[config.mk]
export PLATFORM = sky130hd
export DESIGN_NAME = l1_dirty_flush_walker
export DESIGN_NICKNAME = d
export VERILOG_FILES = /design/src/rtl/l1_dirty_flush_walker.sv
export SDC_FILE = /design/constraint.sdc
export NUM_CORES = 1
export LEC_CHECK = 0
export CORE_MARGIN = 1
export CORE_UTILIZATION = 41
export DETAILED_ROUTE_END_ITERATION = 10
export PLACE_DENSITY = 0.85
export SLEW_MARGIN = 20
export SYNTH_ARGS = -nofsm -noshare
export SYNTH_HDL_FRONTEND = slang
export SYNTH_SLANG_ARGS = --single-unit
[constraint.sdc]
create_clock -name clk -period 3.1 [get_ports clk]
set_clock_uncertainty 0.15 [all_clocks]
set_input_delay 0.93 -clock clk [delete_from_list [all_inputs] [get_ports clk]]
set_output_delay 0.93 -clock clk [all_outputs]
set_load 0.02 [all_outputs]
[src/rtl/l1_dirty_flush_walker.sv]
// l1_dirty_flush_walker
// Walks every set of the L1 dirty-bit file in ascending order and issues one
// writeback request per dirty way, lowest way first. Each dirty bit is cleared
// through the dirty file's write port in the same cycle its request is
// accepted, so the following rescan of the set sees the updated bits directly.
module l1_dirty_flush_walker #(
    parameter int SETS  = 8192,
    parameter int IDX_W = 13,
    parameter int WAYS  = 4
) (
    input  logic             clk,
    input  logic             reset,
    input  logic             flush_req,
    output logic             flush_busy,
    output logic             flush_done,
    output logic [IDX_W-1:0] dirty_ra,
    input  logic [WAYS-1:0]  dirty_rd,
    output logic [IDX_W-1:0] dirty_wa,
    output logic [WAYS-1:0]  dirty_way_hit,
    output logic             dirty_wr,
    output logic             dirty_in,
    output logic             wb_valid,
    input  logic             wb_ready,
    output logic [IDX_W-1:0] wb_set,
    output logic [1:0]       wb_way
);

    typedef enum logic [1:0] {
        IDLE  = 2'd0,
        SCAN  = 2'd1,
        ISSUE = 2'd2,
        DONE  = 2'd3
    } state_t;

    // The last set index; the walk finishes here instead of wrapping to 0.
    localparam logic [IDX_W-1:0] LAST_IDX = IDX_W'(SETS - 1);

    state_t           state_q, state_d;
    logic [IDX_W-1:0] idx_q, idx_d;
    logic [1:0]       way_q, way_d;
    logic             flush_busy_q, flush_busy_d;
    logic             flush_done_q, flush_done_d;
    logic             wb_valid_q, wb_valid_d;
    logic [1:0]       low_way;

    // Priority-encode the lowest dirty way of the set currently being read.
    always_comb begin
        low_way = 2'd0;
        for (int w = WAYS - 1; w >= 0; w--) begin
            if (dirty_rd[w]) begin
                low_way = 2'(w);
            end
        end
    end

    // Next-state logic for the walk, plus the status outputs decoded from the next state.
    always_comb begin
        state_d = state_q;
        idx_d   = idx_q;
        way_d   = way_q;
        unique case (state_q)
            IDLE: begin
                if (flush_req) begin
                    idx_d   = '0;
                    state_d = SCAN;
                end
            end
            SCAN: begin
                if (dirty_rd == '0) begin
                    if (idx_q == LAST_IDX) begin
                        state_d = DONE;
                    end else begin
                        idx_d = idx_q + IDX_W'(1);
                    end
                end else begin
                    way_d   = low_way;
                    state_d = ISSUE;
                end
            end
            ISSUE: begin
                if (wb_ready) begin
                    state_d = SCAN;
                end
            end
            DONE: begin
                state_d = IDLE;
            end
            default: begin
                state_d = IDLE;
            end
        endcase
        flush_busy_d = (state_d != IDLE);
        flush_done_d = (state_d == DONE);
        wb_valid_d   = (state_d == ISSUE);
    end

    // Walker state and registered status outputs; reset returns to an idle, cleared walker.
    always_ff @(posedge clk) begin
        if (reset) begin
            state_q      <= IDLE;
            idx_q        <= '0;
            way_q        <= 2'd0;
            flush_busy_q <= 1'b0;
            flush_done_q <= 1'b0;
            wb_valid_q   <= 1'b0;
        end else begin
            state_q      <= state_d;
            idx_q        <= idx_d;
            way_q        <= way_d;
            flush_busy_q <= flush_busy_d;
            flush_done_q <= flush_done_d;
            wb_valid_q   <= wb_valid_d;
        end
    end

    // Drive the dirty-file ports and the writeback request; a reset in the handshake cycle suppresses the clear.
    always_comb begin
        flush_busy    = flush_busy_q;
        flush_done    = flush_done_q;
        wb_valid      = wb_valid_q;
        wb_set        = idx_q;
        wb_way        = way_q;
        dirty_ra      = idx_q;
        dirty_wa      = idx_q;
        dirty_in      = 1'b0;
        dirty_wr      = wb_valid_q && wb_ready && !reset;
        dirty_way_hit = dirty_wr ? (WAYS'(1) << way_q) : '0;
    end

endmodule

======== After elaboration in Yosys (flattened, before gate mapping) ========
Index checks and enable logic that the tools add are counted.
W data, S select, Z words.
word-level totals
  bits in registers ....................... 20
  input bits .............................. 8
  output and inout bits ................... 50
  logic and storage cells ................. 41
cells by class
  $add $sub $neg .......................... 1
  equality and inequality tests ........... 9
  shifts and indexed selects .............. 1
  muxes and demuxes ....................... 14
  bitwise gates (word level) .............. 1
  reduce and logical (&&, ||, !) cells .... 9
operators with widths
  operator                 number
  $mux W13                 3
  $pmux W13 S2             1
  $mux W2                  8
  $add A13 B1 Y13 const B  1
  $eq A13 B13 Y1 const B   1
  $eq A2 B2 Y1 const B     4
  $pmux W2 S4              1
  $ne A2 B2 Y1 const B     3
  $logic_not A4 Y1         1
  $mux W4                  1
  $reduce_and A4 Y1        1
  $reduce_bool A2 Y1       2
  $shl A1 B2 Y4 const A    1
  $eq A2 B1 Y1 const B     1
  $logic_and A1 B1 Y1      2
  $logic_not A2 Y1         1
  $reduce_and A2 Y1        1
  $logic_not A1 Y1         1
  $not A1 Y1               1

======== Depth between registers and ports, before layout ========
Gate-level depths: netlist of run 1.
  word-level depth ........................ 5
  gate-level depth with buffers ........... 6
  depth with buffers taken out ............ 5

======== Worst setup path before layout of run 1 ========
Ideal clock, no wire load.
  path type ............................... input -> output
  start point ............................. input reset
  end point ............................... output dirty_way_hit[0]
  data arrival time ....................... 1807 ps
  data required time ...................... 2020 ps
  slack ................................... 213 ps
  cell stages on the path ................. 2
  path buffers ............................ 1
  cells stage by stage .................... clkbuf_1 -> nor4_1
between the ends
  word-level cells in the longest chain between the ends .. 3
ends and longest elaborated chain
  item                 line  text
  start, declared      12    input logic reset,
  $logic_not A1 Y1     126   dirty_wr = wb_valid_q && wb_ready && !reset;
  $logic_and A1 B1 Y1  126
  $mux W4              127   dirty_way_hit = dirty_wr ? (WAYS'(1) << way_q) : '0;
  end, declared        19    output logic [WAYS-1:0] dirty_way_hit,
Every way passes these cells.

======== Worst setup path after layout of run 1 ========
  start point ............................. input wb_ready
  end point ............................... output dirty_wr
between the ends
  word-level cells in the longest chain between the ends .. 2
ends and longest elaborated chain
  item                               line  text
  start, declared                    23    input logic wb_ready,
  $logic_and A1 B1 Y1 (2 in series)  126
  end, declared                      20    output logic dirty_wr,
Every way passes these cells.

==> impl_results.md, run 1 <==
- Gate Count Post-Synth: 153
- Reg area: 400.4 sq um
- DIE WIDTH: 56.66 um
- Delay of the slowest critical-path stage: 0.51 ns
- DR DRC count: 6
- Crit path kind: primary input to primary output
- CTS buffer count: 3
- Avg Synthesized Cell Area: approximately 8 sq um
- Height of the die: roughly 57 um
- Area contributors post-synth: dfxtp_1 33%, buf_4 17%, a21oi_1 5.3%, nor2_1 4.3%, o31ai_1 3.7%
- Critical Path Source Type: primary input
- Clock root cell: clkbuf_4
- Worst-Margin Slew: between 0.4 and 0.5 ns
- Final #Nets: about 200
- Synth Cell Area: ~1200 sq um
- Total GRT Usage: 0.1815
- Crit-path slowest cell: clkdlybuf4s50_1
- Largest net degree at the start of global routing: 19
- CP arrival: around 2.0 ns
- Hold slack: between 0.4 and 0.5 ns
- TritonCTS Sinks: 20
- Leakage: 0.5880 nW
- IO Pins: 58
- Buffers on Ports: 56
- Library cells used by synthesis: 33
- Ys Warns: 0
- Register area share after synthesis: 0.3269
- Postcts setup bufs: 0
- Vias: 1233
- Multi-input gate area: between 600 and 700 sq um
- Congestion Overflow GR: 0
- Via density per instance: 5.605
- Post-synthesis register bit count: 20
- Crit share post-route: 0.9867
- Antenna Nets Post-Route: 0
- Area growth, synth to finish: 37.69%
- Max-slew violations: 0
- Die ar.: roughly 3200 sq um
- Clk_lat worst skew: 0.30 ns
- Max-slew headroom: 0.6715
- Post-layout power: 0.5237 mW
- Final WL: between 2000 and 3000 um
- Initial drt markers: 26
- Routability-driven placement congestion ratio: around 0.81
- Failing checks: design-rule violations
- Fraction of registers with async set/reset: 0
- Setup-failing EPs final: 0
- # H-tree levels: 1
- Layout cell share with drive strength beyond 1: 0.1111
- CTS hold repair buffers: 0
- CTS tree: built
- Final hold vios: 0
- Pre-antenna DRT Iters: 7
- Critical-path cell list: clkdlybuf4s50_1, nand2_2, nor2_4, dlygate4sd2_1
- Required @ worst endpoint: approximately 2.0 ns
- Cell taking the most area after synthesis: dfxtp_1
- Initial core utilization: 0.4367
- Hold Crit Class: register to register
- Vias in the first global route: between 1000 and 1500
- ANT cells: 0
- Post-synth EDFFs: 0
- First-pass GRT wire length: approximately 4700 um
- Status: complete, but fails checks
- PwrDens: between 300 and 400 nW/um^2
- Max Cap Viol: 0
- CP Capture Type: primary output
- Reg clk slew, reported paths: 0.12 ns
- Critical path peak fanout: 4
- Fmax achieved: roughly 0.33 GHz
- Row cnt: 19
- Net Count, Synth: 162
- Placeable Area: between 2000 and 3000 sq um
- Filler Cell Count: ~270
- WL per Instance: about 13 um
- Initial antenna violation count: 0
- Area share of the largest cell type after synthesis: 0.3269
- HPWL Detailed: 2118 um
- Top_reg_cell synth: dfxtp_1
- VDD IR-drop max: between 0.15 and 0.2 mV
- Final min period: 3.059 ns
- Clock Path Buffers: 2
## final timing paths
path / startpoint / end / slack [ns] / cells after the start
max reg2reg: dirty_ra[0] / dirty_ra[10] / 1.03 / 5
min: dirty_ra[4] / dirty_ra[4] / 0.41 / 2
min reg2reg: dirty_ra[4] / dirty_ra[4] / 0.41 / 2
max: wb_ready / dirty_wr / 0.04 / 4
## power breakdown
part | switching [mW] | internal [mW] | total (mW)
Clock | 0.0817 | 0.0716 | 0.153
Sequential | 0.0104 | 0.265 | 0.275
Combinational | 0.0507 | 0.0445 | 0.0953
Total | 0.143 | 0.381 | 0.524
## flip-flops by register name, indices dropped and copies added (netlist names)
name / flops
dirty_ra: 13
wb_valid: 1
flush_done: 1
flush_busy: 1
wb_way: 2
state_q: 2
## synthesized netlist by cell type (2+ instances only)
| master | instances |
|---|---|
| inv_1 | 2 |
| and3_1 | 3 |
| clkbuf_1 | 4 |
| o31ai_1 | 6 |
| nor2_1 | 14 |
| a21oi_1 | 13 |
| nand4_1 | 3 |
| dfxtp_1 | 20 |
| buf_4 | 27 |
| nand2_1 | 10 |
| a21o_1 | 2 |
| nor3b_1 | 3 |
| or4_1 | 6 |
| mux2i_1 | 4 |
| nor4_1 | 5 |
| nand3_1 | 5 |
| o21ai_0 | 3 |
| nor3_1 | 4 |
| or3_1 | 5 |
## routing by layer
| layer | vias up | global-route usage | wire length, um |
|---|---|---|---|
| li1 | 602 | - | - |
| met5 | - | 0 | 0 |
| met1 | 576 | 0.2119 | 1198 |
| met3 | 4 | 0.04608 | 181 |
| met4 | 0 | 0.05000 | 17 |
| met2 | 51 | 0.3248 | 1523 |
## cell type report
class	count	share of cell area
multi-input combinational	99	0.3583
clock buffer	4	0.02151
inverter	2	0.004451
tap	31	0.02300
timing repair buffer	64	0.3553
sequential	20	0.2374
## placed cells by master (no fill, tap or decap), drive strengths merged, types with 3 or more instances in the layout
cell type and n:
nor2 14, or3 5, nand3 5, nand2 10, mux2i 4, nor4 5, or4 7, clkbuf 4
o31ai 6, buf 12, clkdlybuf4s50 51, o21ai 3, nor3b 3, dfxtp 20, nand4 3, nor3 4
and3 3, a21oi 13
## stage by stage
stage	setup TNS, ns	instances	instance area [sq um]	setup slack [ns]	utilization
after CTS	-0.04399	220	1679	-0.04399	0.5986
after detailed placement	-2.454	216	1655	-0.4262	0.5901
after global placement	-2.042	216	1655	-0.4076	0.5901
after global routing	-0.1351	220	1687	-0.03525	0.6012
after floorplan	0	153	1225	0.2130	-
final	0	220	1687	0.04136	0.6012
## worst max-delay path: cells and delay by family
family	cells	cell delay, ns
buffers and inverters	2	0.85
and+or+nand+nor	2	0.20
## cell families after synthesis
logic type               share of synthesized area
AND/OR/NAND/NOR                             0.2860
buffers and inverters                       0.1930
AO/OA/AOI/OAI                               0.1481
flip-flops                                  0.3269
multiplexers                               0.03269
adder cells (fa/ha/maj)                    0.01021
other                                     0.003061
## what timing repair did
item                                    CTS  global route
resized for setup                        18             4
hold endpoints to repair                  0             0
endpoints found under the setup margin    5             5
pin swaps                                 0             0
gates cloned                              0             0
Power figures use the tool's default switching activity.
==> inputs of run 2 (changes only) <==
--- a/config.mk
+++ b/config.mk
@@ -6,9 +6,9 @@
 export NUM_CORES = 1
 export LEC_CHECK = 0
 export CORE_MARGIN = 1
-export CORE_UTILIZATION = 41
+export CORE_UTILIZATION = 44
 export DETAILED_ROUTE_END_ITERATION = 10
-export PLACE_DENSITY = 0.85
+export PLACE_DENSITY = 0.9
 export SLEW_MARGIN = 20
 export SYNTH_ARGS = -nofsm -noshare
 export SYNTH_HDL_FRONTEND = slang
==> constraint.sdc (replaced) <==
create_clock -name clk -period 3.95 [get_ports clk]
set_clock_uncertainty 0.15 [all_clocks]
set_input_delay 1.185 -clock clk [delete_from_list [all_inputs] [get_ports clk]]
set_output_delay 1.185 -clock clk [all_outputs]
set_load 0.02 [all_outputs]
==> run 2 against run 1 <==
  * The run now ends clean
  * Clock power is 22% lower
  * Critical path depth is 1 higher
  * Highest routed layer unchanged
  * Critical endpoint is now dirty_way_hit[3]
  * Final cell count is 2.7% lower
  * Critical path type unchanged
  * Via count is 2.3% lower
  * Largest power group unchanged
  * First-iteration DRC count is 12% lower
  * Die area is 6.6% lower
==> impl_results.md, run 2 (synthesized netlist as in run 1, its figures left out) <==
- Status: completed
- Initial antenna violation count: 0 (unchanged)
- Sequential share of power: 0.531 (+0.006)
- Clock Path Buffers: 2 (unchanged)
- Congestion Overflow GR: 0 (unchanged)
- Post-cts sizing count: 3 (-15)
- Max Cap Viol: 0 (unchanged)
- WHS Endpoint: wb_way[1]
- Required @ worst endpoint: 2.61 ns (+0.59 ns)
- Logic pwr share: 0.172 (-0.010)
- Pre-antenna DRT Iters: 4 (-3)
- CTS hold repair buffers: 0 (unchanged)
- DR DRC count: 0 (-6)
- Initial drt markers: 23 (-12%)
- Commonest non-fill, non-tap cell in the layout: clkdlybuf4s50_1
- Hold Crit Class: register to register
- Worst hold stages: 2 (unchanged)
- Critical Path Source Type: primary input
- Final min period: 3.789 ns
- Buffers on Ports: 56 (unchanged)
- Largest net degree at the start of global routing: 21 (+2)
- Area growth, synth to finish: 35.04%
- Row cnt: 18 (-1)
- DIE WIDTH: 54.76 um (-3.4%)
- Routability-driven placement congestion ratio: 0.8298 (+2.7%)
- TritonCTS Sinks: 20 (unchanged)
- Layout cell share with drive strength beyond 1: 0.04891 (-0.06220)
- Final #Nets: 194 (-2.5%)
- Vias: 1205 (-2.3%)
- Total GRT Usage: 0.1882 (+0.006716)
- Crit share post-route: 0.9593
- VDD IR-drop max: 0.1979 mV (+14%)
- Placeable Area: 2545 sq um (-9.3%)
- Worst reg2reg path startpoint: dirty_ra[0]
- Fmax achieved: 0.2639 GHz
- PwrDens: 244.8 nW/um^2 (-21%)
- HPWL Detailed: 1935 um (-8.6%)
- Crit path kind: primary input to primary output
- Unrepaired setup endpoints after global routing: no
- Setup-failing EPs final: 0 (unchanged)
- Reg clk slew, reported paths: 0.12 ns (about the same)
- Hold Crit Start: wb_way[1]
- Worst r2r path cells: 5 (unchanged)
- WL per Instance: 12.30 um (-7.4%)
- Clk_lat worst skew: 0.30 ns (about the same)
- CP Capture Type: primary output
- Via density per instance: 5.631 (+0.47%)
- R2r endpoint: dirty_ra[10]
- Final WL: 2632 um (-9.9%)
- Sw Pwr: 0.1094 mW (-23%)
- CTS buffer count: 3 (unchanged)
- Clock root cell: clkbuf_4
- Final hold vios: 0 (unchanged)
- Setup TNS: 0 ns (unchanged)
- Postcts setup bufs: 0 (unchanged)
- First-pass GRT wire length: 4098 um (-13%)
- Max FFs per register: 13 (unchanged)
- Switching Fraction: 0.2701 (-0.002667)
- # H-tree levels: 1 (unchanged)
- Max-slew violations: 0 (unchanged)
- Die ar.: 2999 sq um (-6.6%)
- Initial core utilization: 0.4813 (+0.04465)
- Critical path peak fanout: 4 (unchanged)
- Int Power: 0.2956 mW (-22%)
- ANT cells: 0 (unchanged)
- Height of the die: 54.76 um (-3.4%)
- CTS tree: built
- Vias in the first global route: 990 (-12%)
- CP arrival: 2.45 ns (+0.47 ns)
- Clock network fraction of total power: 0.297 (+0.004)
- Reg2Reg Setup Slack: 1.87 ns (+0.84 ns)
- Leakage: 0.6021 nW (+2.4%)
- Filler Cell Count: 223 (-16%)
- Most frequent cells in the layout: 51 x clkdlybuf4s50_1, 20 x dfxtp_1, 14 x nor2_1
- Antenna Nets Post-Route: 0 (unchanged)
- IO Pins: 58 (unchanged)
- Post-layout power: 0.4049 mW (-23%)
==> run 2: layer usage <==
| layer | track usage | share of wire | vias up |
|---|---|---|---|
| met1 | 0.2139 | 0.41 | 546 |
| met4 | 0.05128 | 0.0072 | 0 |
| met5 | 0 | 0 | - |
| met3 | 0.06111 | 0.083 | 4 |
| met2 | 0.3313 | 0.50 | 60 |
| li1 | - | - | 595 |
==> run 2: through the flow <==
stage | hold WS, ns | instances | setup WS (ns) | util | instance area (sq um)
final | 0.4101 | 214 | 0.1608 | 0.6500 | 1654
after global routing | 0.4262 | 214 | 0.02933 | 0.6500 | 1654
after CTS | 0.4106 | 214 | 0.03849 | 0.6480 | 1649
after detailed placement | 0.3947 | 210 | -0.09204 | 0.6352 | 1617
after global placement | 0.3680 | 210 | -0.06237 | 0.6352 | 1617
after floorplan | 0.4291 | 153 | 0.5530 | - | 1225
==> run 2: power by group through the flow <==
stage	registers, mW	clock network, mW	logic, mW
2_1_floorplan	0.224	0	0.0413
3_3_place_gp	0.219	0	0.0677
3_5_place_dp	0.219	0	0.0699
4_1_cts	0.215	0.122	0.0700
5_1_grt	0.216	0.130	0.0763
6_report	0.215	0.120	0.0696
==> run 2: worst max path at each step <==
stage                        to  slack, ns  cells after the start  startpoint
6_report       dirty_way_hit[3]       0.16                      5    wb_ready
3_5_place_dp   dirty_way_hit[3]      -0.09                      5    wb_ready
2_1_floorplan  dirty_way_hit[0]       0.55                      2       reset
3_3_place_gp   dirty_way_hit[3]      -0.06                      5    wb_ready
4_1_cts                dirty_wr       0.04                      4    wb_ready
5_1_grt        dirty_way_hit[2]       0.03                      6    wb_ready
==> run 2: cell type report <==
type | instances | area [sq um] | area share
multi-input combinational | 99 | 588.1 | 0.3555
clock buffer | 4 | 36.28 | 0.02194
inverter | 2 | 7.507 | 0.004539
tap | 30 | 37.54 | 0.02269
sequential | 20 | 400.4 | 0.2421
timing repair buffer | 59 | 584.3 | 0.3533
==> run 2: critical path, stage by stage <==
cell	delay [ns]
clkdlybuf4s50_1	0.47
nand2_1	0.08
nor2_1	0.19
and3_1	0.19
dlygate4sd2_1	0.33
